**config.mk**
```make
export PLATFORM = sky130hd
export DESIGN_NAME = seq_controlpath_flat
export DESIGN_NICKNAME = d
export VERILOG_FILES = /design/src/rtl/seq_cp_pkg.sv /design/src/rtl/seq_controlpath_if.sv /design/src/rtl/seq_cp_decode.sv /design/src/rtl/seq_controlpath.sv /design/src/flat_wrapper.sv
export SDC_FILE = /design/constraint.sdc
export NUM_CORES = 1
export LEC_CHECK = 0
export ABC_AREA = 1
export BUFFER_PORTS_ARGS = -buffer_cell sky130_fd_sc_hd__buf_2
export CORE_MARGIN = 2
export CORE_UTILIZATION = 30
export CTS_BUF_LIST = sky130_fd_sc_hd__clkbuf_8
export CTS_CLUSTER_SIZE = 40
export DETAILED_ROUTE_END_ITERATION = 7
export SYNTH_ARGS = -nofsm -noshare
export SYNTH_HDL_FRONTEND = slang
export SYNTH_SLANG_ARGS = --single-unit
```
**constraint.sdc**
```tcl
create_clock -name clk -period 2.8 [get_ports clk]
set_input_delay 0.56 -clock clk [delete_from_list [all_inputs] [get_ports clk]]
set_output_delay 0.56 -clock clk [all_outputs]
set_load 0.01 [all_outputs]
```
**src/rtl/seq_cp_pkg.sv**
```systemverilog
// Shared types for the instruction control path: FSM state codes, opcodes,
// decoded instruction classes and trap causes.
package seq_cp_pkg;

  typedef enum logic [2:0] {
    ST_HALT       = 3'd0,
    ST_FETCH      = 3'd1,
    ST_EXEC       = 3'd2,
    ST_WAIT_LOAD  = 3'd3,
    ST_WAIT_STORE = 3'd4,
    ST_TRAP       = 3'd5
  } state_t;

  localparam logic [2:0] OP_NOP = 3'b000;
  localparam logic [2:0] OP_ALU = 3'b100;
  localparam logic [2:0] OP_LD  = 3'b101;
  localparam logic [2:0] OP_ST  = 3'b110;
  localparam logic [2:0] OP_HLT = 3'b111;

  typedef enum logic [2:0] {
    CLS_NOP,
    CLS_ALU,
    CLS_LD,
    CLS_ST,
    CLS_HLT,
    CLS_ILLEGAL
  } op_class_t;

  typedef enum logic [2:0] {
    CAUSE_NONE    = 3'd0,
    CAUSE_ISEGV   = 3'd1,
    CAUSE_DSEGV   = 3'd2,
    CAUSE_ILLEGAL = 3'd3,
    CAUSE_TIMEOUT = 3'd4
  } cause_t;

  function automatic op_class_t classify(input logic [2:0] op);
    case (op)
      OP_NOP:  return CLS_NOP;
      OP_ALU:  return CLS_ALU;
      OP_LD:   return CLS_LD;
      OP_ST:   return CLS_ST;
      OP_HLT:  return CLS_HLT;
      default: return CLS_ILLEGAL;
    endcase
  endfunction

endpackage

```
**src/rtl/seq_controlpath_if.sv**
```systemverilog
// Bundle of everything the control path exchanges with memories, datapath and
// the run-control host. master = control path, slave = its environment.
interface seq_controlpath_if #(
  parameter int INSTR_W = 32,
  parameter int RSW     = 4,
  parameter int CNT_W   = 16
);
  // Handshakes: instr is taken in FETCH on the cycle instr_valid is high; a
  // load/store completes on the cycle data_ready is high while ld/st is held.
  // Fault inputs (instr_segv, data_segv) take priority over those completions.
  logic               go;
  logic               step_mode;
  logic [INSTR_W-1:0] instr;
  logic               instr_valid;
  logic               instr_segv;
  logic               data_ready;
  logic               data_segv;
  logic               trap_ack;
  logic [2:0]         state;
  logic [2:0]         opcode;
  logic               form;
  logic [RSW-1:0]     a_sel;
  logic [RSW-1:0]     b_sel;
  logic [RSW-1:0]     c_sel;
  logic               const_c;
  logic               reg_we;
  logic               pc_inc;
  logic               ld;
  logic               st;
  logic               halted;
  logic               trap;
  logic [2:0]         trap_cause;
  logic [CNT_W-1:0]   retire_count;

  modport master (
    input  go, step_mode, instr, instr_valid, instr_segv, data_ready, data_segv, trap_ack,
    output state, opcode, form, a_sel, b_sel, c_sel, const_c, reg_we, pc_inc, ld, st,
           halted, trap, trap_cause, retire_count
  );

  modport slave (
    output go, step_mode, instr, instr_valid, instr_segv, data_ready, data_segv, trap_ack,
    input  state, opcode, form, a_sel, b_sel, c_sel, const_c, reg_we, pc_inc, ld, st,
           halted, trap, trap_cause, retire_count
  );
endinterface

```
**src/rtl/seq_cp_decode.sv**
```systemverilog
// Purely combinational instruction-register field split and opcode classing.
import seq_cp_pkg::*;

module seq_cp_decode #(
  parameter int INSTR_W = 32,
  parameter int RSW     = 4
) (
  input  logic [INSTR_W-1:0] ir,
  output logic [2:0]         opcode,
  output logic               form,
  output logic [RSW-1:0]     a_sel,
  output logic [RSW-1:0]     b_sel,
  output logic [RSW-1:0]     c_sel,
  output op_class_t          cls
);
  assign opcode = ir[INSTR_W-1 -: 3];
  assign form   = ir[INSTR_W-4];
  assign a_sel  = ir[INSTR_W-5 -: RSW];
  assign b_sel  = ir[INSTR_W-5-RSW -: RSW];
  assign c_sel  = ir[INSTR_W-5-2*RSW -: RSW];
  assign cls    = classify(opcode);
endmodule

```
**src/rtl/seq_controlpath.sv**
```systemverilog
// Instruction fetch/decode/execute sequencer with single-step, stall watchdog,
// trap-cause register and retired-instruction counter.
import seq_cp_pkg::*;

module seq_controlpath #(
  parameter int INSTR_W   = 32,
  parameter int RSW       = 4,
  parameter int CNT_W     = 16,
  parameter int TIMEOUT   = 255,
  parameter int TIMEOUT_W = 8
) (
  input logic               clk,
  input logic               reset,
  seq_controlpath_if.master bus
);
  localparam logic [TIMEOUT_W-1:0] TIMEOUT_V = TIMEOUT_W'(TIMEOUT);

  state_t               state_q, state_d;
  cause_t               cause_q, cause_d;
  logic [INSTR_W-1:0]   ir_q;
  logic [CNT_W-1:0]     retire_q;
  logic [TIMEOUT_W-1:0] wd_q, wd_d;
  logic                 load_ir, retire, stalled, wd_expired;
  logic                 pc_inc, reg_we, ld, st;
  op_class_t            cls;

  seq_cp_decode #(.INSTR_W(INSTR_W), .RSW(RSW)) u_decode (
    .ir     (ir_q),
    .opcode (bus.opcode),
    .form   (bus.form),
    .a_sel  (bus.a_sel),
    .b_sel  (bus.b_sel),
    .c_sel  (bus.c_sel),
    .cls    (cls)
  );

  assign wd_expired = (TIMEOUT != 0) && (wd_q == TIMEOUT_V);

  always_comb begin
    state_d = state_q;
    cause_d = cause_q;
    load_ir = 1'b0;
    retire  = 1'b0;
    stalled = 1'b0;
    pc_inc  = 1'b0;
    reg_we  = 1'b0;
    ld      = 1'b0;
    st      = 1'b0;
    case (state_q)
      ST_HALT: if (bus.go) state_d = ST_FETCH;
      ST_FETCH: begin
        if (bus.instr_segv) begin
          state_d = ST_TRAP;
          cause_d = CAUSE_ISEGV;
        end else if (bus.instr_valid) begin
          load_ir = 1'b1;
          state_d = ST_EXEC;
        end else begin
          stalled = 1'b1;
          if (wd_expired) begin
            state_d = ST_TRAP;
            cause_d = CAUSE_TIMEOUT;
          end
        end
      end
      ST_EXEC: begin
        case (cls)
          CLS_NOP, CLS_ALU: begin
            pc_inc  = 1'b1;
            reg_we  = (cls == CLS_ALU);
            retire  = 1'b1;
            state_d = bus.step_mode ? ST_HALT : ST_FETCH;
          end
          CLS_LD: begin
            ld      = 1'b1;
            state_d = ST_WAIT_LOAD;
          end
          CLS_ST: begin
            st      = 1'b1;
            state_d = ST_WAIT_STORE;
          end
          CLS_HLT: begin
            pc_inc  = 1'b1;
            retire  = 1'b1;
            state_d = ST_HALT;
          end
          default: begin
            state_d = ST_TRAP;
            cause_d = CAUSE_ILLEGAL;
          end
        endcase
      end
      ST_WAIT_LOAD, ST_WAIT_STORE: begin
        ld = (state_q == ST_WAIT_LOAD);
        st = (state_q == ST_WAIT_STORE);
        if (bus.data_segv) begin
          state_d = ST_TRAP;
          cause_d = CAUSE_DSEGV;
        end else if (bus.data_ready) begin
          pc_inc  = 1'b1;
          reg_we  = (state_q == ST_WAIT_LOAD);
          retire  = 1'b1;
          state_d = bus.step_mode ? ST_HALT : ST_FETCH;
        end else begin
          stalled = 1'b1;
          if (wd_expired) begin
            state_d = ST_TRAP;
            cause_d = CAUSE_TIMEOUT;
          end
        end
      end
      ST_TRAP: begin
        if (bus.trap_ack) begin
          state_d = ST_HALT;
          cause_d = CAUSE_NONE;
        end
      end
      default: state_d = ST_HALT;
    endcase
  end

  // Any state change clears the watchdog, so entering FETCH/WAIT_* starts it at zero.
  always_comb begin
    wd_d = wd_q;
    if (state_d != state_q)
      wd_d = '0;
    else if (stalled && TIMEOUT != 0)
      wd_d = wd_q + TIMEOUT_W'(1);
  end

  always_ff @(posedge clk) begin
    if (reset) begin
      state_q  <= ST_HALT;
      cause_q  <= CAUSE_NONE;
      ir_q     <= '0;
      retire_q <= '0;
      wd_q     <= '0;
    end else begin
      state_q <= state_d;
      cause_q <= cause_d;
      wd_q    <= wd_d;
      if (load_ir) ir_q <= bus.instr;
      if (retire) retire_q <= retire_q + CNT_W'(1);
    end
  end

  assign bus.state        = state_q;
  assign bus.const_c      = bus.form;
  assign bus.pc_inc       = pc_inc;
  assign bus.reg_we       = reg_we;
  assign bus.ld           = ld;
  assign bus.st           = st;
  assign bus.halted       = (state_q == ST_HALT);
  assign bus.trap         = (state_q == ST_TRAP);
  assign bus.trap_cause   = cause_q;
  assign bus.retire_count = retire_q;
endmodule
```
**src/flat_wrapper.sv**
```systemverilog
// flat-port wrapper written by rule: the top's interface ports become plain ports
module seq_controlpath_flat 
#(
  parameter int INSTR_W   = 32,
  parameter int RSW       = 4,
  parameter int CNT_W     = 16,
  parameter int TIMEOUT   = 255,
  parameter int TIMEOUT_W = 8
)
  (clk, reset, bus_go, bus_step_mode, bus_instr, bus_instr_valid, bus_instr_segv, bus_data_ready, bus_data_segv, bus_trap_ack, bus_state, bus_opcode, bus_form, bus_a_sel, bus_b_sel, bus_c_sel, bus_const_c, bus_reg_we, bus_pc_inc, bus_ld, bus_st, bus_halted, bus_trap, bus_trap_cause, bus_retire_count);
  seq_controlpath_if #(.INSTR_W(INSTR_W), .RSW(RSW), .CNT_W(CNT_W)) bus_i ();
  input logic clk;
  input logic reset;
  input wire logic [$bits(bus_i.go)-1:0] bus_go;
  input wire logic [$bits(bus_i.step_mode)-1:0] bus_step_mode;
  input wire logic [$bits(bus_i.instr)-1:0] bus_instr;
  input wire logic [$bits(bus_i.instr_valid)-1:0] bus_instr_valid;
  input wire logic [$bits(bus_i.instr_segv)-1:0] bus_instr_segv;
  input wire logic [$bits(bus_i.data_ready)-1:0] bus_data_ready;
  input wire logic [$bits(bus_i.data_segv)-1:0] bus_data_segv;
  input wire logic [$bits(bus_i.trap_ack)-1:0] bus_trap_ack;
  output wire logic [$bits(bus_i.state)-1:0] bus_state;
  output wire logic [$bits(bus_i.opcode)-1:0] bus_opcode;
  output wire logic [$bits(bus_i.form)-1:0] bus_form;
  output wire logic [$bits(bus_i.a_sel)-1:0] bus_a_sel;
  output wire logic [$bits(bus_i.b_sel)-1:0] bus_b_sel;
  output wire logic [$bits(bus_i.c_sel)-1:0] bus_c_sel;
  output wire logic [$bits(bus_i.const_c)-1:0] bus_const_c;
  output wire logic [$bits(bus_i.reg_we)-1:0] bus_reg_we;
  output wire logic [$bits(bus_i.pc_inc)-1:0] bus_pc_inc;
  output wire logic [$bits(bus_i.ld)-1:0] bus_ld;
  output wire logic [$bits(bus_i.st)-1:0] bus_st;
  output wire logic [$bits(bus_i.halted)-1:0] bus_halted;
  output wire logic [$bits(bus_i.trap)-1:0] bus_trap;
  output wire logic [$bits(bus_i.trap_cause)-1:0] bus_trap_cause;
  output wire logic [$bits(bus_i.retire_count)-1:0] bus_retire_count;
  assign bus_i.go = bus_go;
  assign bus_i.step_mode = bus_step_mode;
  assign bus_i.instr = bus_instr;
  assign bus_i.instr_valid = bus_instr_valid;
  assign bus_i.instr_segv = bus_instr_segv;
  assign bus_i.data_ready = bus_data_ready;
  assign bus_i.data_segv = bus_data_segv;
  assign bus_i.trap_ack = bus_trap_ack;
  assign bus_state = bus_i.state;
  assign bus_opcode = bus_i.opcode;
  assign bus_form = bus_i.form;
  assign bus_a_sel = bus_i.a_sel;
  assign bus_b_sel = bus_i.b_sel;
  assign bus_c_sel = bus_i.c_sel;
  assign bus_const_c = bus_i.const_c;
  assign bus_reg_we = bus_i.reg_we;
  assign bus_pc_inc = bus_i.pc_inc;
  assign bus_ld = bus_i.ld;
  assign bus_st = bus_i.st;
  assign bus_halted = bus_i.halted;
  assign bus_trap = bus_i.trap;
  assign bus_trap_cause = bus_i.trap_cause;
  assign bus_retire_count = bus_i.retire_count;
  seq_controlpath #(.INSTR_W(INSTR_W), .RSW(RSW), .CNT_W(CNT_W), .TIMEOUT(TIMEOUT), .TIMEOUT_W(TIMEOUT_W)) u_core (.clk(clk), .reset(reset), .bus(bus_i));
endmodule
```
==> out/results.ini <==
[outcome]
status = finished, final reports clean

[timing]
slew_headroom = 0.6203
finClkSkew_ns = 0.003557
period_share = 0.8483
worstMarginPinSlew_ns = 0.5696
setup_slack_ns = 0.4246
fin_tns_setup_ns = 0
setup_viol = 0
finalCriticalPeriod_ns = 2.375
rsz0062_at_grt = false
drv_slew = 0
hold_viol_final = 0
fmax_ghz = 0.4210

[finish]
drive_above_1_share = 0.2438
diodes = 0
most-common-layout-cells = nand2_1, buf_2, nor2_1
fin_cells = 552
nets = 489
utilization = 0.3765
seq_area_um2 = 920.9
fillerInstances = 898
multi_input_area_um2 = 1418
finish.instance_area_um2 = 3109
area_delta_synth_final_pct = 20.75
final_common_cell = nand2_1

[grt]
grt_pass1_wl_um = 11060
antenna_found_initial = 0
grt_max_degree = 24
first_global_vias = 2437
gr-usage-all-layers = 0.1384
grt_overflow = 0

[routing]
dr_total_vias = 2576
drc_errors = 0
wl_per_cell_um = 11.71
viasPerCell = 4.667
ant_nets = 0
dr.pass1.iters = 4
drt_iter0_drc = 121
wirelength_um = 6463

[critical_path]
cp-start-kind = flop
cp_cell_sequence = inv_2 > nor2_2 > nand2_2 > nor2_1 > nand3_1 > nand2_2 > buf_2
crit_path_top_delay_cell = dfxtp_1
cp_data_required_time_ns = 2.24
cp_max_fo = 16
r2r_cells = 11
critPathMostFrequentCell = nand2_2
cp_data_arrival_time_ns = 1.82
path_depth = 7
slowest_delay_ns = 0.48
worst-path-buf-inv = 2
crit_type = reg2out
crit_family = simple AND/OR/NAND/NOR gates
worstSetupEndpointType = primary output

[placed_design]
port-buffer-count = 69
dp.cells = 544
place_congestion = 0.8721
place_area_um2 = 3003
dp_hpwl_um = 4885
dpl_worst_slack_ns = 0.6504

[clock_network]
hold_buffers = 0
numClockSinks = 46
cts_tree = yes
htree_num_levels = 2
post_cts_buffers = 0
clockBufferDepth = 2
cts_root_buf = clkbuf_8
worst_skew_pair.late_latency_ns = 0.29
cts_resized = 0
clkTransAtPathRegs_ns = 0.08
cts_buffers = 5

[yosys]
synthCells = 379
yosys_warnings = 0
yosys.area.top_type_share = 0.3576
synth_area_leader_cell = dfxtp_1
syn_avg_cell_area_um2 = 6.794
syn_area_um2 = 2575
synth-seq-area-share = 0.3576
async_reset_ff_frac = 0
synthTopCellsByArea = dfxtp_1, nand2_1, nor2_1
ys_ff_latch = 46
synth.distinct_cells = 31
yosys_most_used_dff = dfxtp_1
synth_nets = 422
synth_edf_count = 0

[floorplan]
num_rows = 33
io_pins = 86
fp.dieH_um = 96.65
core_um2 = 8258
die_area_um2 = 9340
die_x_um = 96.65
initial_core_util = 0.3118

[power_and_ir_drop]
p_leak_nw = 1.414
p_per_area_nw_per_um2 = 451.8
ir_worst_vdd_mv = 0.2597

[run]
drv_cap = 0

[hold_path]
holdPathStages = 3
min_path_type = in2reg

layer usage:
layer  part of all wire  global-route usage
met5                  0                   0
met3              0.060             0.03974
met1               0.49              0.1815
met2               0.44              0.2222
met4             0.0099             0.03900
sequential cells by signal, indices dropped and copies added (netlist names):
name	count
u_core.bus.trap_cause	3
u_core.bus.state	3
u_core.bus.retire_count	16
u_core.wd_q	8
u_core.ir_q	16
logic make-up after synthesis:
kind of cell | count (synthesis) | share of synthesized area
flip-flops | 46 | 0.3576
AO/OA/AOI/OAI | 65 | 0.1351
adder cells (fa/ha/maj) | 2 | 0.009717
XOR/XNOR | 12 | 0.04082
buffers and inverters | 59 | 0.09183
AND/OR/NAND/NOR | 195 | 0.3649
power by group:
part           switching [W]  internal, W  total, W  leakage [nW]
clock               0.000222     0.000260  0.000482        0.0607
sequential         0.0000227     0.000675  0.000698         0.372
combinational       0.000149    0.0000764  0.000225         0.981
total               0.000393      0.00101   0.00140          1.41
synth_stat cells, types with 2 or more instances:
master and count:
a21oi_1 24, inv_1 42, buf_4 2, nor3_1 15, nor2_2 2, nand2_1 75
clkbuf_1 6, dfxtp_1 46, nor3_2 8, xor2_1 7, ha_1 2, o21ai_1 7
nor3b_2 3, o21ai_0 31, nor2_1 53, nand2_4 2, xnor2_1 5, inv_2 8
nand3_1 18, nand4_1 7, nand2_2 6
metrics by stage:
stage,total power (W),hold slack (ns)
final,0.001405,0.4837
after global routing,0.001479,0.4869
after CTS,0.001423,0.4734
after global placement,0.0009360,0.4665
after detailed placement,0.0009388,0.4747
after floorplan,0.0008645,0.4828
worst register-to-register path, cell delays in order (launching register included):
cell and delay, ns:
dfxtp_1 0.52, nand2_2 0.12, inv_2 0.10, nand2_4 0.07, nor2_4 0.32, inv_2 0.24
o21ai_1 0.16, nor2_2 0.09, inv_2 0.06, nor2_1 0.03, o21ai_1 0.12, nor2_1 0.05
area by class of cell:
type,count,share of cell area
multi-input cells,274,0.4559
flip-flops and latches,46,0.2962
repair buffers,69,0.1111
inverters,50,0.06036
well taps,105,0.04225
clock buffers,5,0.02213
clock inverters,3,0.01207
path summary, 6_finish.rpt:
check                             startpoint                         end  slack, ns
setup reg to reg         u_core.bus.state[0]    u_core.bus.trap_cause[2]       0.83
hold / removal                 bus_instr[17]             u_core.ir_q[17]       0.48
hold reg to reg   u_core.bus.retire_count[8]  u_core.bus.retire_count[8]       0.49
setup / recovery         u_core.bus.state[1]                  bus_pc_inc       0.42
No activity file was read; power rests on OpenSTA's default activity.
